`config.mk`:
```
export PLATFORM = sky130hd
export DESIGN_NAME = rf_write_arbiter_flat
export DESIGN_NICKNAME = d
export VERILOG_FILES = /design/src/rtl/rf_write_arbiter_if.sv /design/src/rtl/rf_write_arbiter.sv /design/src/flat_wrapper.sv
export SDC_FILE = /design/constraint.sdc
export NUM_CORES = 1
export LEC_CHECK = 0
export BUFFER_PORTS_ARGS = -buffer_cell sky130_fd_sc_hd__buf_2
export CELL_PAD_IN_SITES_DETAIL_PLACEMENT = 1
export CELL_PAD_IN_SITES_GLOBAL_PLACEMENT = 1
export CORE_MARGIN = 5
export CORE_UTILIZATION = 28
export CTS_BUF_LIST = sky130_fd_sc_hd__clkbuf_16
export DETAILED_ROUTE_END_ITERATION = 16
export PLACE_DENSITY_LB_ADDON = 0.1
export SYNTH_ARGS = -nofsm -noshare
export SYNTH_HDL_FRONTEND = slang
export SYNTH_SLANG_ARGS = --single-unit
export TNS_END_PERCENT = 1
```
`constraint.sdc`:
```
create_clock -name clk -period 2.4 [get_ports clk]
set_input_delay 0.12 -clock clk [delete_from_list [all_inputs] [get_ports clk]]
set_output_delay 0.12 -clock clk [all_outputs]
set_load 0.005 [all_outputs]
```
`src/rtl/rf_write_arbiter_if.sv`:
```
// Writeback bus between the ALU/load writeback stages, the arbiter and the register-file write port.
// The master side issues writeback requests; the slave side (the arbiter) grants and writes.
interface rf_write_arbiter_if #(
    parameter int DATA_W = 64,
    parameter int ADDR_W = 5,
    parameter int CNT_W  = 16
);
    logic              alu_valid;
    logic [ADDR_W-1:0] alu_rd;
    logic [DATA_W-1:0] alu_data;
    logic              alu_ready;
    logic              mem_valid;
    logic [ADDR_W-1:0] mem_rd;
    logic [DATA_W-1:0] mem_data;
    logic              mem_ready;
    logic              rf_wr_en;
    logic [ADDR_W-1:0] rf_wr_addr;
    logic [DATA_W-1:0] rf_wr_data;
    logic [CNT_W-1:0]  conflict_cnt;

    modport master (
        output alu_valid, alu_rd, alu_data, mem_valid, mem_rd, mem_data,
        input  alu_ready, mem_ready, rf_wr_en, rf_wr_addr, rf_wr_data, conflict_cnt
    );

    modport slave (
        input  alu_valid, alu_rd, alu_data, mem_valid, mem_rd, mem_data,
        output alu_ready, mem_ready, rf_wr_en, rf_wr_addr, rf_wr_data, conflict_cnt
    );
endinterface

```
`src/rtl/rf_write_arbiter.sv`:
```
// Round-robin arbiter sharing the register-file write port between ALU and load writeback,
// with XZR write suppression and a saturating contention counter.
module rf_write_arbiter #(
    parameter int DATA_W   = 64,
    parameter int ADDR_W   = 5,
    parameter int ZERO_REG = 31,
    parameter int CNT_W    = 16
) (
    input  logic clk,
    input  logic reset,
    rf_write_arbiter_if.slave bus
);
    typedef enum logic {PRIO_ALU, PRIO_MEM} prio_t;

    localparam logic [ADDR_W-1:0] ZERO_IDX = ADDR_W'(ZERO_REG);
    localparam logic [CNT_W-1:0]  CNT_MAX  = '1;

    prio_t             prio;
    logic              alu_grant;
    logic              mem_grant;
    logic              wr_en;
    logic [ADDR_W-1:0] wr_addr;
    logic [DATA_W-1:0] wr_data;
    logic [CNT_W-1:0]  cnt;

    // Grants are masked during reset so nothing is accepted while the block is held.
    always_comb begin
        alu_grant = 1'b0;
        mem_grant = 1'b0;
        if (!reset) begin
            if (bus.alu_valid && (!bus.mem_valid || prio == PRIO_ALU))
                alu_grant = 1'b1;
            else if (bus.mem_valid)
                mem_grant = 1'b1;
        end
    end

    assign bus.alu_ready    = alu_grant;
    assign bus.mem_ready    = mem_grant;
    assign bus.rf_wr_en     = wr_en;
    assign bus.rf_wr_addr   = wr_addr;
    assign bus.rf_wr_data   = wr_data;
    assign bus.conflict_cnt = cnt;

    always_ff @(posedge clk or posedge reset) begin
        if (reset) begin
            prio    <= PRIO_ALU;
            wr_en   <= 1'b0;
            wr_addr <= '0;
            wr_data <= '0;
            cnt     <= '0;
        end else begin
            // Priority passes to whichever source did not just win.
            if (alu_grant)
                prio <= PRIO_MEM;
            else if (mem_grant)
                prio <= PRIO_ALU;

            wr_en <= 1'b0;
            if (alu_grant && bus.alu_rd != ZERO_IDX) begin
                wr_en   <= 1'b1;
                wr_addr <= bus.alu_rd;
                wr_data <= bus.alu_data;
            end else if (mem_grant && bus.mem_rd != ZERO_IDX) begin
                wr_en   <= 1'b1;
                wr_addr <= bus.mem_rd;
                wr_data <= bus.mem_data;
            end

            if (bus.alu_valid && bus.mem_valid && cnt != CNT_MAX)
                cnt <= cnt + 1'b1;
        end
    end
endmodule

```
`src/flat_wrapper.sv`:
```
// flat-port wrapper written by rule: the top's interface ports become plain ports
module rf_write_arbiter_flat 
#(
    parameter int DATA_W   = 64,
    parameter int ADDR_W   = 5,
    parameter int ZERO_REG = 31,
    parameter int CNT_W    = 16
)
  (clk, reset, bus_alu_valid, bus_alu_rd, bus_alu_data, bus_mem_valid, bus_mem_rd, bus_mem_data, bus_alu_ready, bus_mem_ready, bus_rf_wr_en, bus_rf_wr_addr, bus_rf_wr_data, bus_conflict_cnt);
  rf_write_arbiter_if #(.DATA_W(DATA_W), .ADDR_W(ADDR_W), .CNT_W(CNT_W)) bus_i ();
  input  logic clk;
  input  logic reset;
  input wire logic [$bits(bus_i.alu_valid)-1:0] bus_alu_valid;
  input wire logic [$bits(bus_i.alu_rd)-1:0] bus_alu_rd;
  input wire logic [$bits(bus_i.alu_data)-1:0] bus_alu_data;
  input wire logic [$bits(bus_i.mem_valid)-1:0] bus_mem_valid;
  input wire logic [$bits(bus_i.mem_rd)-1:0] bus_mem_rd;
  input wire logic [$bits(bus_i.mem_data)-1:0] bus_mem_data;
  output wire logic [$bits(bus_i.alu_ready)-1:0] bus_alu_ready;
  output wire logic [$bits(bus_i.mem_ready)-1:0] bus_mem_ready;
  output wire logic [$bits(bus_i.rf_wr_en)-1:0] bus_rf_wr_en;
  output wire logic [$bits(bus_i.rf_wr_addr)-1:0] bus_rf_wr_addr;
  output wire logic [$bits(bus_i.rf_wr_data)-1:0] bus_rf_wr_data;
  output wire logic [$bits(bus_i.conflict_cnt)-1:0] bus_conflict_cnt;
  assign bus_i.alu_valid = bus_alu_valid;
  assign bus_i.alu_rd = bus_alu_rd;
  assign bus_i.alu_data = bus_alu_data;
  assign bus_i.mem_valid = bus_mem_valid;
  assign bus_i.mem_rd = bus_mem_rd;
  assign bus_i.mem_data = bus_mem_data;
  assign bus_alu_ready = bus_i.alu_ready;
  assign bus_mem_ready = bus_i.mem_ready;
  assign bus_rf_wr_en = bus_i.rf_wr_en;
  assign bus_rf_wr_addr = bus_i.rf_wr_addr;
  assign bus_rf_wr_data = bus_i.rf_wr_data;
  assign bus_conflict_cnt = bus_i.conflict_cnt;
  rf_write_arbiter #(.DATA_W(DATA_W), .ADDR_W(ADDR_W), .ZERO_REG(ZERO_REG), .CNT_W(CNT_W)) u_core (.clk(clk), .reset(reset), .bus(bus_i));
endmodule
```
# ---- Word level (Yosys, flattened, before mapping)
# Index checks and enable logic that the tools add are counted.
dict set report totals {
  register_bits 87
  input_bits 142
  out_inout_bits 88
  elab_cells 32
}
dict set report classes {
  n_addsub 1
  eq_ne 3
  mux 13
  bitwise 1
  n_reduce_logical 9
}
# operator n
set ops {}
lappend ops {{2-to-1 mux 64 bit} 2}
lappend ops {{adder 16 x 1 -> 16 bit (second input constant)} 1}
lappend ops {{!= test 16 bit (second input constant)} 1}
lappend ops {{2-to-1 mux 5 bit} 2}
lappend ops {{!= test 5 bit (second input constant)} 2}
lappend ops {{2-to-1 mux 1 bit} 9}
lappend ops {{logical AND 1 bit} 5}
lappend ops {{nonzero test 2 bit} 2}
lappend ops {{zero test 1 bit} 1}
lappend ops {{logical OR 1 bit} 1}
lappend ops {{inverter 1 bit} 1}

# ---- Longest topological paths before layout
# Gate-level depths: netlist of run 1.
dict set report logic_depth {
  depth_word 8
  ltp_mapped 6
  depth_no_buf 5
}

# ---- Worst setup path before layout of run 1
# Ideal clock, no wire load.
dict set report synth_timing {
  path_kind {reg2reg}
  start {reg u_core.cnt[0] (netlist: u_core.bus.conflict_cnt[0])}
  end {reg u_core.cnt[1] (netlist: u_core.bus.conflict_cnt[1])}
  setup_time_ns 0.125
  t_arrival_ns 1.483
  required_time_ns 2.275
  setup_slack_ns 0.792
  stages_incl_launch_ff 6
  n_path_buf 0
  period_less_slack_ns 1.608
  cell_sequence {dfrtp_1 -> ha_1 -> nand3_1 -> nor4_4 -> nor2_2 -> mux2_4}
}
dict set report synth_between {
  elab_chain_len 2
  elab_cells_between_ends 3
  cone_classes {add/sub: 1; eq/ne: 1; reduce/logical: 1}
}
# element line_no
set synth_lines {}
lappend synth_lines {{start, declared} rf_write_arbiter.sv:24} ;# logic [CNT_W-1:0] cnt;
lappend synth_lines {{start signal, assigned} rf_write_arbiter.sv:71} ;# cnt <= cnt + 1'b1;
lappend synth_lines {{branches (longest 2 deep; another with adder 16 x 1 -> 16 bit)} --}
# Several ways; the timed one is not identified.
# A chain may end at the register's enable or synchronous reset.

# ---- Final worst setup path of run 1
# Ends and elaborated chain as after synthesis.

==> results.cfg, run 1 <==
[detailed_routing]
wl_mm = 12.7
post_drt_via_cell_ratio = 4.57
drt_pass1_iterations = 5
final_antenna_net_count = 0
drtIter0Drc = 136
dr_total_vias = 3641
wl_per_cell_um = 16.0
drc_violations = 0

[synth]
post-synth-top-count-cell = sky130_fd_sc_hd__dfrtp_1
synthMuxAreaShare = 0.00980
syn_nets = 534
mappedNetlistArea_mm2 = 0.00383
post_synth_and_or_nand_nor_area_fraction = 0.0751
netlist-cell-type-count = 29
most_frequent_cells_after_synthesis = sky130_fd_sc_hd__dfrtp_1, sky130_fd_sc_hd__inv_1, sky130_fd_sc_hd__a21oi_1
synthesis.yosys.warnings = 0
synth-seq-cells = 87
synth-xor-area-share = 0.0297
post_synth_main_area_contributors = sky130_fd_sc_hd__dfrtp_1, sky130_fd_sc_hd__o22ai_1, sky130_fd_sc_hd__a21oi_1
dominantRegCellSynth = sky130_fd_sc_hd__dfrtp_1
synth_edf_count = 0
post_synth_adder_cell_area = 0.00327
synth_area_per_cell_um2 = 9.80
cell_taking_the_most_area_after_synthesis = sky130_fd_sc_hd__dfrtp_1
combinational_family_with_the_most_area_after_synthesis = compound AO/OA/AOI/OAI gates
synth-async-reset-ratio = 1.00
synth_seq_area_share = 0.568
post_synth_inst_count = 391
yosysTopAreaCellShare = 0.568
synth_compound_area_frac = 0.217

[timing]
setup_tns_final_ps = 0
period_share = 0.751
worst_clock_skew_ps = 4.01
max_slew_margin = 0.583
fin_hold_ws_ps = 64.6
min_period_ps = 1800
fmax_mhz = 555
finalMaxSlewViolations = 0
finalSetupViolations = 0
finalHoldViolations = 0
setup_repair_after_global_routing_missed_its_margin = false
worst_pin_slew_ps = 625

[floorplan]
ios = 230
design.die.area_mm2 = 0.0161
placement_rows = 42
die_extent_in_y_um = 127
core_mm2 = 0.0133
floorplan.initialDensity = 0.287
die-width_um = 127

[clock_network]
clock_insertion_delay_worst_skew_ps = 330
postCtsResizedCells = 0
cts_sinks = 87
deepest_clock_path_buffer_count = 2
cts-root-buf = sky130_fd_sc_hd__clkbuf_16
ctsHtreeMaxLevel = 3
post-cts-setup-buffer-count = 0
total_clock_buffers_created_by_cts = 9
cts-hold-fix-buffers = 1
clk_pin_slew_worst_paths_ps = 60
cts_tree = done

[placed_design]
port-buffer-count = 229
gp_congestion = 0.767
detailedPlacementHpwl_mm = 9.83

[power]
ir_worst_vdd_mv = 0.261
power_report.internal_total_mw = 2.97
power.leakage_nw = 2.97
power.switching_fraction = 0.308
p_seq_frac = 0.463
p_clk_frac = 0.283
power_switching_mw = 1.32
power.density_mw_per_mm2 = 785
combinationalPowerShare = 0.254

[critical_path]
worst_ep_arrival_time_ps = 2020
end_kind = flip-flop
critical_path_required_time_ps = 2620
worst_setup_path_start_kind = flip-flop
path_max_fanout = 7
crit_type = reg2reg

[cells_and_area]
flow.area_growth_from_synthesis_pct = 42.7
post_route_cells_drive_above_1_share = 0.411
antennaDiodeCount = 0
number_of_nets_in_the_layout = 759

[grt]
globalRouteOverflowTotal = 0
first_global_vias = 3816
grt_pass1_wl_mm = 19.9
grt_use_total = 0.154
maximum_number_of_pins_on_one_net_before_global_route_repair = 71
grt_antenna_before_repair = 0

[outcome]
run_status = finished, final reports clean

[worst_hold_path]
hp-class = in2reg

[job]
drv.max_cap_violation_count = 0
==> path summary, 6_finish.rpt <==
| check | startpoint | endpoint | slack [ps] | cells past startpoint |
|---|---|---|---|---|
| min | bus_mem_data[62] | u_core.bus.rf_wr_data[62]$_DFFE_PP0P_ | 60 | 3 |
| min reg2reg | u_core.bus.rf_wr_addr[1]$_DFFE_PP0P_ | u_core.bus.rf_wr_addr[1]$_DFFE_PP0P_ | 500 | 1 |
| max in group asynchronous | reset | u_core.bus.rf_wr_data[21]$_DFFE_PP0P_ | 1270 | 4 |
| max reg2reg | u_core.bus.conflict_cnt[0]$_DFFE_PP0P_ | u_core.bus.conflict_cnt[1]$_DFFE_PP0P_ | 600 | 5 |
| min in group asynchronous | reset | u_core.bus.conflict_cnt[1]$_DFFE_PP0P_ | 410 | 3 |
| max | u_core.bus.conflict_cnt[0]$_DFFE_PP0P_ | u_core.bus.conflict_cnt[1]$_DFFE_PP0P_ | 600 | 5 |
==> power by group through the flow <==
stage	registers, mW	logic (mW)	clock network, mW
2_1_floorplan	2.03	0.466	0
3_3_place_gp	1.99	1.11	0
3_5_place_dp	2.02	1.13	0
4_1_cts	1.99	1.13	1.26
5_1_grt	2.04	1.23	1.33
6_report	1.99	1.09	1.21
==> cell type report <==
class / instances / area (µm²)
Fill cell: 1630 / 7880
Sequential cell: 87 / 2180
Multi-Input combinational cell: 209 / 1310
Timing Repair Buffer: 235 / 1230
Inverter: 74 / 279
Clock buffer: 9 / 225
Tap cell: 176 / 220
Clock inverter: 6 / 23.8
==> stage by stage <==
step                cell area, µm²  setup slack [ps]   util  cells  total power [mW]
floorplan                     3830              29.8      -    391              2.49
global placement              5210               671  0.390    780              3.10
detailed placement            5210               596  0.390    780              3.14
CTS                           5470               585  0.410    796              4.38
global route                  5470               476  0.410    796              4.60
finish                        5470               598  0.410    796              4.29
==> critical path: stages (launching register included) <==
cell and delay [ps]:
sky130_fd_sc_hd__dfrtp_1 410, sky130_fd_sc_hd__ha_1 220, sky130_fd_sc_hd__nand3_1 150, sky130_fd_sc_hd__nor4_4 440
sky130_fd_sc_hd__nor2_2 150, sky130_fd_sc_hd__mux2_4 320
==> cell usage in the layout, fill, tap and decap left out <==
master,count
sky130_fd_sc_hd__ha_1,1
sky130_fd_sc_hd__nand2_1,7
sky130_fd_sc_hd__nand4_4,1
sky130_fd_sc_hd__o211ai_4,1
sky130_fd_sc_hd__xor2_1,13
sky130_fd_sc_hd__buf_4,2
sky130_fd_sc_hd__nor4b_1,3
sky130_fd_sc_hd__nand2b_1,1
sky130_fd_sc_hd__a31oi_1,4
sky130_fd_sc_hd__buf_2,229
sky130_fd_sc_hd__o22ai_1,67
sky130_fd_sc_hd__mux2_2,2
sky130_fd_sc_hd__and2_1,2
sky130_fd_sc_hd__clkinv_1,1
sky130_fd_sc_hd__nor2b_1,4
sky130_fd_sc_hd__dfrtp_1,87
sky130_fd_sc_hd__nand4_1,6
sky130_fd_sc_hd__o21ai_0,4
sky130_fd_sc_hd__o221ai_4,1
sky130_fd_sc_hd__and2b_1,1
sky130_fd_sc_hd__dlygate4sd3_1,1
sky130_fd_sc_hd__nand3_1,3
sky130_fd_sc_hd__mux2_4,1
sky130_fd_sc_hd__inv_1,76
sky130_fd_sc_hd__nor2_2,1
sky130_fd_sc_hd__nor2_1,3
sky130_fd_sc_hd__inv_2,1
sky130_fd_sc_hd__nor3_1,8
sky130_fd_sc_hd__clkbuf_16,9
sky130_fd_sc_hd__and3_1,4
sky130_fd_sc_hd__nor4_4,1
sky130_fd_sc_hd__buf_12,3
sky130_fd_sc_hd__and2_2,1
sky130_fd_sc_hd__clkinv_2,2
sky130_fd_sc_hd__a21oi_1,69
==> cell families after synthesis <==
logic type | after synthesis
flops | 87
mux | 3
buf+inv | 95
xor+xnor | 13
compound gates | 146
simple gates | 46
fa+ha+maj | 1
==> per-layer routing <==
| metal | track usage | vias to the layer above | share of wire |
|---|---|---|---|
| li1 | - | 1806 | - |
| met5 | 0 | - | 0 |
| met3 | 0.0542 | 11 | 0.094 |
| met4 | 0.0435 | 0 | 0.010 |
| met1 | 0.189 | 1685 | 0.40 |
| met2 | 0.256 | 139 | 0.49 |
==> state kept, by name, indices dropped and copies added (netlist names) <==
name                     count
u_core.bus.conflict_cnt     16
u_core.bus.rf_wr_addr        5
u_core.bus.rf_wr_data       64
u_core.bus.rf_wr_en          1
u_core.prio                  1
Note: power is estimated with default switching activity, not from simulation.
==> run 2: changes to the inputs <==
Clock period 2.4 ns to 1.49 ns, I/O delays scaled along.
==> results.cfg, run 2 (synthesis gave the netlist of run 1 again) <==
[outcome]
run_status = finished with violations
violations = setup timing

[placed_design]
gp_congestion = 0.797
detailedPlacementHpwl_mm = 10.4
port-buffer-count = 229
post-place-ws_ps = -115

[cells_and_area]
most_common_cell_after_layout_fill_and_taps_aside = sky130_fd_sc_hd__buf_2
antennaDiodeCount = 0
number_of_nets_in_the_layout = 808
post_route_cells_drive_above_1_share = 0.460
flow.area_growth_from_synthesis_pct = 58.5
layout_common_cells = sky130_fd_sc_hd__buf_2, sky130_fd_sc_hd__dfrtp_1, sky130_fd_sc_hd__inv_1
largest_register_ff_count = 64

[detailed_routing]
post_drt_via_cell_ratio = 4.59
drt_pass1_iterations = 4
wl_mm = 13.5
drtIter0Drc = 104
wl_per_cell_um = 16.0
drc_violations = 0
final_antenna_net_count = 0
dr_total_vias = 3887

[timing]
setup_repair_after_global_routing_missed_its_margin = true
min_period_ps = 1580
finalMaxSlewViolations = 0
fmax_mhz = 634
max_slew_margin = 0.725
worst_pin_slew_ps = 409
period_share = 1.06
finalHoldViolations = 0
finalWorstSetupSlack_ps = -87.4
worst_clock_skew_ps = 4.72
setup_tns_final_ps = -504
finalSetupViolations = 9

[grt]
globalRouteOverflowTotal = 0
grt_use_total = 0.165
maximum_number_of_pins_on_one_net_before_global_route_repair = 47
first_global_vias = 4172
grt_antenna_before_repair = 0
grt.met2_usage = 0.288
gr-usage-met1 = 0.193
grt_busiest_layer = met2
grt_pass1_wl_mm = 21.2
met3_demand_to_capacity_share_in_global_routing = 0.0483

[worst_hold_path]
hp-class = in2reg
cells_on_worst_hold_path = 3

[critical_path]
critical-path-slowest-cell = sky130_fd_sc_hd__dfrtp_1
worst_setup_path_start_kind = flip-flop
critPathLaunch = u_core.bus.conflict_cnt[0]$_DFFE_PP0P_
setup.reg_to_reg.worst_slack_ps = -90
length_in_cells_of_the_worst_reg_to_reg_path = 6
end_kind = flip-flop
crit_type = reg2reg
critical_path_depth = 6
worst_ep_arrival_time_ps = 1790
reg2reg_from = u_core.bus.conflict_cnt[0]$_DFFE_PP0P_
critical_path.max_stage_delay_ps = 400
critical_path_buffers_and_inverters = 1
critical_path.endpoint = u_core.bus.conflict_cnt[7]$_DFFE_PP0P_
critical_path.cell_chain = ha_4 -> nand3_4 -> nor4_4 -> buf_6 -> nor2_1 -> xor2_1
critical-path-top-delay-family = simple AND/OR/NAND/NOR gates
critical_path_required_time_ps = 1700
worstReg2RegEnd = u_core.bus.conflict_cnt[7]$_DFFE_PP0P_
path_max_fanout = 4

[clock_network]
clock_insertion_delay_worst_skew_ps = 340
cts-root-buf = sky130_fd_sc_hd__clkbuf_16
clk_pin_slew_worst_paths_ps = 60
cts_sinks = 87
cts_tree = done
deepest_clock_path_buffer_count = 2
total_clock_buffers_created_by_cts = 9
ctsHtreeMaxLevel = 3

[power]
power.density_mw_per_mm2 = 1300
ir_worst_vdd_mv = 0.667
totalPowerFinal_mw = 7.87
power.leakage_nw = 3.26

[floorplan]
die-width_um = 127
design.die.area_mm2 = 0.0161
floorplan.initialDensity = 0.287
ios = 230
placement_rows = 42
core_mm2 = 0.0133
die_extent_in_y_um = 127

[job]
drv.max_cap_violation_count = 0
==> run 2: cell count changes in the layout (fill, tap and decap cells not counted), sizes merged <==
cell	delta
buf	+39
dlygate4sd3	+10
inv	-4
bufinv	+3
clkinvlp	+2
==> run 2: layout make-up <==
| type | count | area [µm²] |
|---|---|---|
| flip-flops and latches | 87 | 2180 |
| clock inverters | 7 | 111 |
| well taps | 176 | 220 |
| multi-input cells | 209 | 1380 |
| clock buffers | 9 | 225 |
| fillers | 1599 | 7280 |
| inverters | 74 | 282 |
| repair buffers | 284 | 1680 |
==> run 2: timing repair <==
action                     CTS  global route
buffers inserted             1             3
gates resized for setup     10             6
hold endpoints to repair    97             0
hold buffers                11             0
pin swaps                    4             7
setup endpoints to repair   53            67
==> run 2: worst min-delay path, delay by kind of cell <==
| kind | cells | cell delay, ps |
|---|---|---|
| buffers and inverters | 1 | 70 |
| AO/OA/AOI/OAI | 2 | 160 |
==> run 2: stage by stage <==
stage / instance area, µm² / hold slack, ps / instances / utilization
final: 6070 / 15.0 / 846 / 0.455
after floorplan: 3830 / 223 / 391 / -
after detailed placement: 5510 / 244 / 815 / 0.413
after global placement: 5510 / 224 / 815 / 0.413
after global routing: 6070 / 11.4 / 846 / 0.455
after CTS: 6010 / 1.60 / 843 / 0.451
==> run 2: where the power goes <==
part / internal (mW) / switching [mW]
combinational: 1.11 / 1.04
clock: 1.63 / 0.917
sequential: 2.86 / 0.324
total: 5.59 / 2.28
==> run 2: worst min-delay path by stage <==
stage                                start                               endpoint  slack (ps)
final                      bus_mem_data[9]   u_core.bus.rf_wr_data[9]$_DFFE_PP0P_          20
after global routing      bus_mem_data[56]  u_core.bus.rf_wr_data[56]$_DFFE_PP0P_          10
after CTS                  bus_mem_data[9]   u_core.bus.rf_wr_data[9]$_DFFE_PP0P_           2
after detailed placement             reset   u_core.bus.rf_wr_data[8]$_DFFE_PP0P_         240
after global placement               reset                u_core.prio$_DFFE_PP0P_         220
after floorplan              bus_alu_rd[0]   u_core.bus.rf_wr_addr[0]$_DFFE_PP0P_         220
==> run 2: metal layers <==
metal / vias up / share of wire
met5: - / 0
met4: 0 / 0.020
met3: 17 / 0.077
met2: 139 / 0.49
met1: 1827 / 0.41
li1: 1904 / -
